**src/rtl/move_arbiter.sv**
```systemverilog
// move_arbiter: debounces four direction buttons and issues one-hot move pulses to the game.
// Latency: a press registered before edge E1 pulses for the cycle E(3+DB_CYCLES)..E(4+DB_CYCLES).
// Backpressure: presses queue as one pending flag per direction, with at most one issue every 3 cycles.
//
// Ports:
//   clk                  single system clock, rising edge
//   reset                asynchronous, active-low reset
//   btn_n/s/e/w          raw asynchronous button levels, active-high
//   win, d               game status (won / dead), synchronous to clk
//   n, s, e, w           single-cycle one-hot move pulses (registered decode)
//   moves                saturating count of issued move pulses
//   done                 high once input is locked out (LOCKED)
//
// Parameters:
//   DB_CYCLES            consecutive synchronized samples needed to flip a debounced level (2..255)
//   CNT_W                width of the move counter

module move_arbiter #(
  parameter int DB_CYCLES = 4,
  parameter int CNT_W     = 8
) (
  input  logic             clk,
  input  logic             reset,
  input  logic             btn_n,
  input  logic             btn_s,
  input  logic             btn_e,
  input  logic             btn_w,
  input  logic             win,
  input  logic             d,
  output logic             n,
  output logic             s,
  output logic             e,
  output logic             w,
  output logic [CNT_W-1:0] moves,
  output logic             done
);

  // FSM encoding
  localparam logic [1:0] ST_IDLE   = 2'd0;
  localparam logic [1:0] ST_ISSUE  = 2'd1;
  localparam logic [1:0] ST_GAP    = 2'd2;
  localparam logic [1:0] ST_LOCKED = 2'd3;

  // Direction codes double as the bit index into the per-button vectors.
  // Lower index means higher priority: N > S > E > W.
  localparam logic [1:0] DIR_N = 2'd0;
  localparam logic [1:0] DIR_S = 2'd1;
  localparam logic [1:0] DIR_E = 2'd2;
  localparam logic [1:0] DIR_W = 2'd3;

  // Count value at which the next differing sample is the DB_CYCLES-th one.
  localparam logic [7:0] DB_LAST = 8'(DB_CYCLES - 1);

  localparam logic [CNT_W-1:0] MOVES_MAX = {CNT_W{1'b1}};

  // ---------------------------------------------------------------------------
  // Input path: synchronizer + debounce + rise detect, one lane per direction
  // ---------------------------------------------------------------------------
  logic [3:0] btn_raw;
  logic [3:0] sync_q;       // first synchronizer stage (may go metastable)
  logic [3:0] level_q;      // debounced level
  logic [3:0] level_dly_q;  // debounced level one cycle later, for edge detect
  logic [7:0] db_cnt_q [4]; // consecutive samples differing from level_q
  logic [3:0] rise;

  assign btn_raw = {btn_w, btn_e, btn_s, btn_n};

  // The debounce counter and level registers sample sync_q directly, so they
  // form the second synchronizer stage: the only logic between the two flop
  // ranks is the compare/increment, and sync_q has a full cycle to settle.
  // Sampling here (rather than behind one more flop) makes the synchronized
  // value seen at edge E2 the first counted sample, giving the E(1+DB_CYCLES)
  // debounced rise and rejecting any press shorter than DB_CYCLES cycles.
  always_ff @(posedge clk or negedge reset) begin
    if (!reset) begin
      sync_q      <= '0;
      level_q     <= '0;
      level_dly_q <= '0;
      for (int i = 0; i < 4; i++) begin
        db_cnt_q[i] <= '0;
      end
    end else begin
      sync_q      <= btn_raw;
      level_dly_q <= level_q;
      for (int i = 0; i < 4; i++) begin
        if (sync_q[i] == level_q[i]) begin
          db_cnt_q[i] <= '0;
        end else if (db_cnt_q[i] == DB_LAST) begin
          level_q[i]  <= ~level_q[i];
          db_cnt_q[i] <= '0;
        end else begin
          db_cnt_q[i] <= db_cnt_q[i] + 8'd1;
        end
      end
    end
  end

  assign rise = level_q & ~level_dly_q;

  // ---------------------------------------------------------------------------
  // Arbitration FSM
  // ---------------------------------------------------------------------------
  logic [1:0] state_q;
  logic [1:0] state_nx;
  logic [1:0] dir_q;
  logic [1:0] dir_nx;
  logic [3:0] pending_q;
  logic [3:0] pending_clr;
  logic       lock_req;

  assign lock_req = (win | d) && (state_q != ST_LOCKED);

  always_comb begin
    state_nx = state_q;
    dir_nx   = dir_q;
    case (state_q)
      ST_IDLE: begin
        // Latch only when not locking out this cycle: a win/dead report in
        // IDLE must not start a move even with requests waiting.
        if (|pending_q && !lock_req) begin
          state_nx = ST_ISSUE;
          if (pending_q[DIR_N])      dir_nx = DIR_N;
          else if (pending_q[DIR_S]) dir_nx = DIR_S;
          else if (pending_q[DIR_E]) dir_nx = DIR_E;
          else                       dir_nx = DIR_W;
        end
      end
      ST_ISSUE:  state_nx = ST_GAP;
      ST_GAP:    state_nx = ST_IDLE;
      default:   state_nx = ST_LOCKED;
    endcase
    // Lockout overrides every other transition; an ISSUE cycle still
    // completes its pulse and count because those are decoded from state_q.
    if (lock_req) begin
      state_nx = ST_LOCKED;
    end
  end

  always_ff @(posedge clk or negedge reset) begin
    if (!reset) begin
      state_q <= ST_IDLE;
      dir_q   <= DIR_N;
    end else begin
      state_q <= state_nx;
      dir_q   <= dir_nx;
    end
  end

  // Served flag is cleared as ISSUE ends. A new rise on the same edge wins
  // over the clear so that press is not lost; a rise while the flag is still
  // set simply merges into it.
  assign pending_clr = (state_q == ST_ISSUE) ? (4'b0001 << dir_q) : 4'b0000;

  always_ff @(posedge clk or negedge reset) begin
    if (!reset) begin
      pending_q <= '0;
    end else if (state_q == ST_LOCKED) begin
      pending_q <= '0;
    end else begin
      pending_q <= (pending_q & ~pending_clr) | rise;
    end
  end

  // Move counter saturates rather than wrapping.
  always_ff @(posedge clk or negedge reset) begin
    if (!reset) begin
      moves <= '0;
    end else if ((state_q == ST_ISSUE) && (moves != MOVES_MAX)) begin
      moves <= moves + 1'b1;
    end
  end

  // ---------------------------------------------------------------------------
  // Outputs: decoded from registered state and dir only
  // ---------------------------------------------------------------------------
  assign n    = (state_q == ST_ISSUE) && (dir_q == DIR_N);
  assign s    = (state_q == ST_ISSUE) && (dir_q == DIR_S);
  assign e    = (state_q == ST_ISSUE) && (dir_q == DIR_E);
  assign w    = (state_q == ST_ISSUE) && (dir_q == DIR_W);
  assign done = (state_q == ST_LOCKED);

endmodule
```
**config.mk**
```make
export PLATFORM = sky130hd
export DESIGN_NAME = move_arbiter
export DESIGN_NICKNAME = d
export VERILOG_FILES = /design/src/rtl/move_arbiter.sv
export SDC_FILE = /design/constraint.sdc
export NUM_CORES = 1
export LEC_CHECK = 0
export CAP_MARGIN = 20
export CORE_UTILIZATION = 50
export DETAILED_ROUTE_END_ITERATION = 6
export PLACE_DENSITY_LB_ADDON = 0.25
export SYNTH_ARGS = -nofsm -noshare
export SYNTH_HDL_FRONTEND = slang
export SYNTH_SLANG_ARGS = --single-unit
```
**constraint.sdc**
```tcl
create_clock -name clk -period 1.7 [get_ports clk]
set_input_delay 0.34 -clock clk [delete_from_list [all_inputs] [get_ports clk]]
set_output_delay 0.34 -clock clk [all_outputs]
set_load 0.01 [all_outputs]
```
==> flow_metrics.env <==
export IMPL_dieWidth_um=76.7
export IMPL_clk_pin_slew_ns=0.06
export IMPL_number_of_clock_sinks_seen_by_cts=60
export IMPL_clock_tree_root_cell="clkbuf_8"
export IMPL_rrSetupSlack_ns=0.01
export IMPL_run_status="finished, violations left"
export IMPL_overflow=0
export IMPL_post_synth_instance_area_um2=2790
export IMPL_total_power_mw=4.62
export IMPL_failed_checks="hold timing"
export IMPL_yosysWarnings=0
export IMPL_worst_ir_drop_vdd_uv=748
export IMPL_avgSynthCellArea_um2=11.0
export IMPL_design_die_area_um2=5880
export IMPL_hold_path_class="in2async"
export IMPL_port_buffers=20
export IMPL_cts_buffers_inserted=9
export IMPL_finalCriticalPeriod_ns=1.69
export IMPL_setup_worst_path_start="db_cnt_q[0]"
export IMPL_total_number_of_placement_rows=26
export IMPL_finalHoldViolations=3
export IMPL_worstPathCellList="ha_2 -> or4b_4 -> nor4_4 -> mux2_4"
export IMPL_postSynthNetCount=274
export IMPL_number_of_enable_flip_flop_cells_after_synthesis=0
export IMPL_hpwl_um=3210
export IMPL_slowest_delay_ns=0.50
export IMPL_ys_types=36
export IMPL_placed_cells_incl_taps=360
export IMPL_avgViaCountPerCell=5.44
export IMPL_maximum_fanout_along_the_worst_path=2
export IMPL_worstRegToRegCells=4
export IMPL_flow_area_growth_from_synthesis_pct=25.5
export IMPL_crit_slowest_cell="or4b_4"
export IMPL_remaining_drc_errors=0
export IMPL_synth_seq_area_share_pct=53.9
export IMPL_number_of_antenna_violations_at_the_first_check_in_global_routing=0
export IMPL_maxClockFrequency_ghz=0.592
export IMPL_cts_max_path_buffers=2
export IMPL_dr_total_vias=2073
export IMPL_initial_core_util_pct=53.2
export IMPL_endpoint_kind="flip-flop"
export IMPL_first_global_vias=1940
export IMPL_synth_async_reset_ratio_pct=100
export IMPL_timing_final_ws_setup_ns=0.0106
export IMPL_final_min_period_over_clock_period_pct=99.4
export IMPL_post_route_cells_drive_above_1_share_pct=22.8
export IMPL_ys_seq_elements=60
export IMPL_gp_congestion=0.813
export IMPL_cp_startpoint_kind="flip-flop"
export IMPL_final_setup_tns_ns=0
export IMPL_timing_setup_critical_path_class="reg2reg"
export IMPL_multiInputGateArea_um2=1300
export IMPL_rr_startpoint="db_cnt_q[0]"
export IMPL_design_final_nets=327
export IMPL_cp_required_ns=1.92
export IMPL_antenna_cells_inserted=0
export IMPL_power_per_cell_area_nw_per_um2=1320
export IMPL_final_instance_count_excl_fill=381
export IMPL_dr_first_iter_drc_count=117
export IMPL_drt_wl_cell_um=12.6
export IMPL_fillCellCount=397
export IMPL_clk_insertion_delay_late_ns=0.34
export IMPL_cts_tree="yes"
export IMPL_rsz0062_at_grt="true"
export IMPL_pre_cts_ws_ns=-0.139
export IMPL_synthesis_instances=254
export IMPL_grt_pass1_wl_um=8630
export IMPL_tightest_slew_ns=0.452
export IMPL_die_h_um=76.7
export IMPL_reg2reg_to="level_q[3]"
export IMPL_detail_route_antenna_nets=0
export IMPL_relSlewSlack_pct=69.8
export IMPL_pin_count_of_the_biggest_net_entering_global_routing=61
export IMPL_timing_hold_ws_ns=-0.0126
export IMPL_final_core_utilization_pct=66.8
export IMPL_leakage_nw=1.58
export IMPL_report_final_slew_viol_count=0
export IMPL_clock_skew_ns=0.00558
export IMPL_finalSetupViolCount=0
export IMPL_seqCellArea_um2=1510
export IMPL_synthFlopType="dfrtp_1"
export IMPL_drtPass1Iterations=4
export IMPL_track_usage_pct=18.8
export IMPL_arrival_ns=1.91
export IMPL_totalWireLength_um=4810
export IMPL_cap_violations=0
export IMPL_io_pins=21
export IMPL_htreeDepth=3
export IMPL_core_area_um2=5240
==> worst max-delay path: cells and delay by family (launching register included) <==
| family | cells | cell delay (ns) |
|---|---|---|
| simple gates | 2 | 0.70 |
| flops | 1 | 0.36 |
| mux | 1 | 0.33 |
| fa+ha+maj | 1 | 0.18 |
==> logic make-up after synthesis <==
kind of cell,share of synthesized area (%)
and+or+nand+nor,18.7
DFF,53.9
AOI/OAI and AO/OA,10.5
xor gates and xnor gates,6.60
buffers and inverters,1.80
adders and majority gates,5.39
muxes,3.19
==> metal layers <==
layer	global-route usage (%)	wire, um	vias to the layer above
met5	0	0	-
met4	7.31	75	0
met3	6.90	229	11
met2	27.9	2090	53
met1	25.1	2420	999
li1	-	-	1010
==> synth_stat cells (all sizes together), types with 2 or more instances <==
cell     n  area, um^2
nor3     3        15.0
o41ai    2        55.1
nor2    21        78.8
inv     11        41.3
nand2   12        45.0
or4b     2        27.5
or3     12        75.1
xor2    14         123
xnor2    7        61.3
a21o     3        22.5
and3     2        12.5
nor2b    2        12.5
and2     2        12.5
nor4     4        37.5
a21oi   19        95.1
o21ai   15        75.1
ha      12         150
mux2     7        78.8
nand3   20         100
nand2b   2        12.5
nand4    8        50.1
dfrtp   60        1500
nor4b    2        17.5
==> report_power, final <==
group / total [mW] / switching [mW] / internal [mW]
combinational: 1.41 / 0.689 / 0.717
clock: 1.20 / 0.517 / 0.679
sequential: 2.01 / 0.283 / 1.73
total: 4.62 / 1.49 / 3.13
==> state kept, by name, summed over array words and instances (netlist names) <==
register     cells
level_dly_q      4
db_cnt_q        32
pending_q        4
level_q          4
dir_q            2
state_q          2
sync_q           4
moves            8
==> final cells by class <==
class                           count  area share, %
Clock buffer                       14           5.22
Clock inverter                      1          0.143
Inverter                           11           1.18
Multi-Input combinational cell    181           37.3
Sequential cell                    60           43.0
Tap cell                           70           2.50
Timing Repair Buffer               44           10.7
==> how the worst max path moves through the flow <==
stage / to / slack, ns / depth (start not counted)
floorplan: level_q[3] / 0.04 / 4
finish: level_q[3] / 0.01 / 4
global route: e / -0.06 / 6
global placement: n / -0.09 / 4
CTS: w / -0.07 / 5
detailed placement: n / -0.14 / 4
==> per-stage QoR <==
step | instance area, um^2 | hold slack, ns
2_1_floorplan | 2790 | 0.0444
3_3_place_gp | 3210 | 0.369
3_5_place_dp | 3210 | 0.369
4_1_cts | 3420 | 0.00944
5_1_grt | 3500 | 0.0124
6_report | 3500 | -0.0126
==> cell usage in the layout, fill, tap and decap left out, types with 8 or more instances in the layout <==
cell,n
dfrtp_1,56
buf_4,22
nor2_1,20
a21oi_1,19
nand3_1,19
o21ai_0,14
xor2_1,14
clkdlybuf4s50_1,14
clkbuf_8,13
or3_1,12
nand2_1,10
inv_1,9
ha_1,9
nand4_1,8
==> timing repair <==
item	4_1_cts	5_1_grt
resized for setup	20	22
setup buffers	1	5
hold buffers	0	0
pin swaps	0	5
endpoints found under the setup margin	7	20
endpoints found under the hold margin	0	0
Note: power is estimated with default switching activity, not from simulation.
==> RTL edit: new RTL, same settings <==
Change the parameter `CNT_W` from 8 to 12.
--- a/src/rtl/move_arbiter.sv
+++ b/src/rtl/move_arbiter.sv
@@ -18,5 +18,5 @@
 module move_arbiter #(
   parameter int DB_CYCLES = 4,
-  parameter int CNT_W     = 8
+  parameter int CNT_W     = 12
 ) (
   input  logic             clk,
Interface: changed (resized moves); port bits go from 21 to 25. The function was not compared with the original's and may differ.
==> RTL edit against the original RTL <==
Synthesized area up 12%. Count of clock-buffer cells in the layout down 3. Register-to-register slack better by 0.02 ns. The flow still finishes with violations (hold timing). Wire length up 35%. Design area up 19%. Synthesized cell count up 14%. Cell count up 19%. Largest cell class unchanged. Critical path depth up 2. Power down 7.9%. Highest routed layer unchanged. Setup slack worse by 0.010 ns. Sequential cell count up 4. Clock skew up 0.0015 ns.
==> RTL edit: results <==
export IMPL_outcome="finished with violations"
export IMPL_synth_xor_area_frac=0.0475
export IMPL_nets=394
export IMPL_drive_above_1_share=0.302
export IMPL_timing_rr_start="db_cnt_q[9]$_DFF_PN0_"
export IMPL_synth_mux_area_frac=0.0356
export IMPL_relSlewSlack=0.683
export IMPL_crit_path_top_delay_cell="dfrtp_1"
export IMPL_grt_max_degree=65
export IMPL_synth_commonest_cells="dfrtp_1 (64), nor2_1 (24), nand3_1 (23)"
export IMPL_via_count=2504
export IMPL_fin_worst_skew_ns=0.00711
export IMPL_dp_hpwl_um=4360
export IMPL_p_comb_frac=0.259
export IMPL_synth_compound_area_share=0.141
export IMPL_ys_types=42
export IMPL_reg_top3="db_cnt_q (32), moves (12)"
export IMPL_timing_final_ws_setup_ns=0.000633
export IMPL_seq_power_mw=1.89
export IMPL_p_leak_nw=1.96
export IMPL_synth_area_leaders="dfrtp_1 (51%), ha_1 (4.8%), nand3_1 (3.7%), o41ai_4 (3.5%), xor2_1 (3.4%)"
export IMPL_nFillCells=439
export IMPL_violations="hold timing"
export IMPL_reg2reg_slack_ns=0.03
export IMPL_internal_power_mw=3.01
export IMPL_crit_end="e"
export IMPL_hold_slack_ns=-0.0000665
export IMPL_wl_met2_um=3280
export IMPL_drt_met1_wl_um=2810
export IMPL_met1_usage=0.251
export IMPL_hold_violations=1
export IMPL_ir_worst_vdd_uv=768
export IMPL_numPortBuffers=24
export IMPL_synth_fa_ha_area_frac=0.0479
export IMPL_slowest_delay_ns=0.39
export IMPL_startpoint="state_q[1]$_DFFE_PN0P_"
export IMPL_dr_first_iter_drc_count=74
export IMPL_grt_pass1_wl_um=10800
export IMPL_grtUsageTotal=0.219
export IMPL_cp_max_fo=5
export IMPL_pre_cts_ws_ns=-0.0947
export IMPL_routed_wl_met3_um=243
==> RTL edit: cell type report <==
cell class / count / area [sq um] / share of cell area
clock inverters: 4 / 45.0 / 0.0108
inverters: 15 / 56.3 / 0.0135
repair buffers: 78 / 637 / 0.152
multi-input cells: 206 / 1600 / 0.382
flip-flops and latches: 64 / 1610 / 0.385
clock buffers: 11 / 141 / 0.0339
well taps: 75 / 93.8 / 0.0225
==> RTL edit: through the flow <==
| stage | instances | hold WS, ns | cell area, sq um |
|---|---|---|---|
| 6_report | 453 | -0.0000665 | 4180 |
| 5_1_grt | 453 | 0.0195 | 4180 |
| 4_1_cts | 445 | 0.00727 | 4030 |
| 3_5_place_dp | 423 | 0.378 | 3760 |
| 3_3_place_gp | 423 | 0.380 | 3760 |
| 2_1_floorplan | 289 | 0.0444 | 3140 |
==> RTL edit: what timing repair did <==
action	4_1_cts	5_1_grt
setup endpoints to repair	13	24
gates resized for setup	36	21
setup buffers	6	8
pin swaps	4	3
gates cloned	1	0
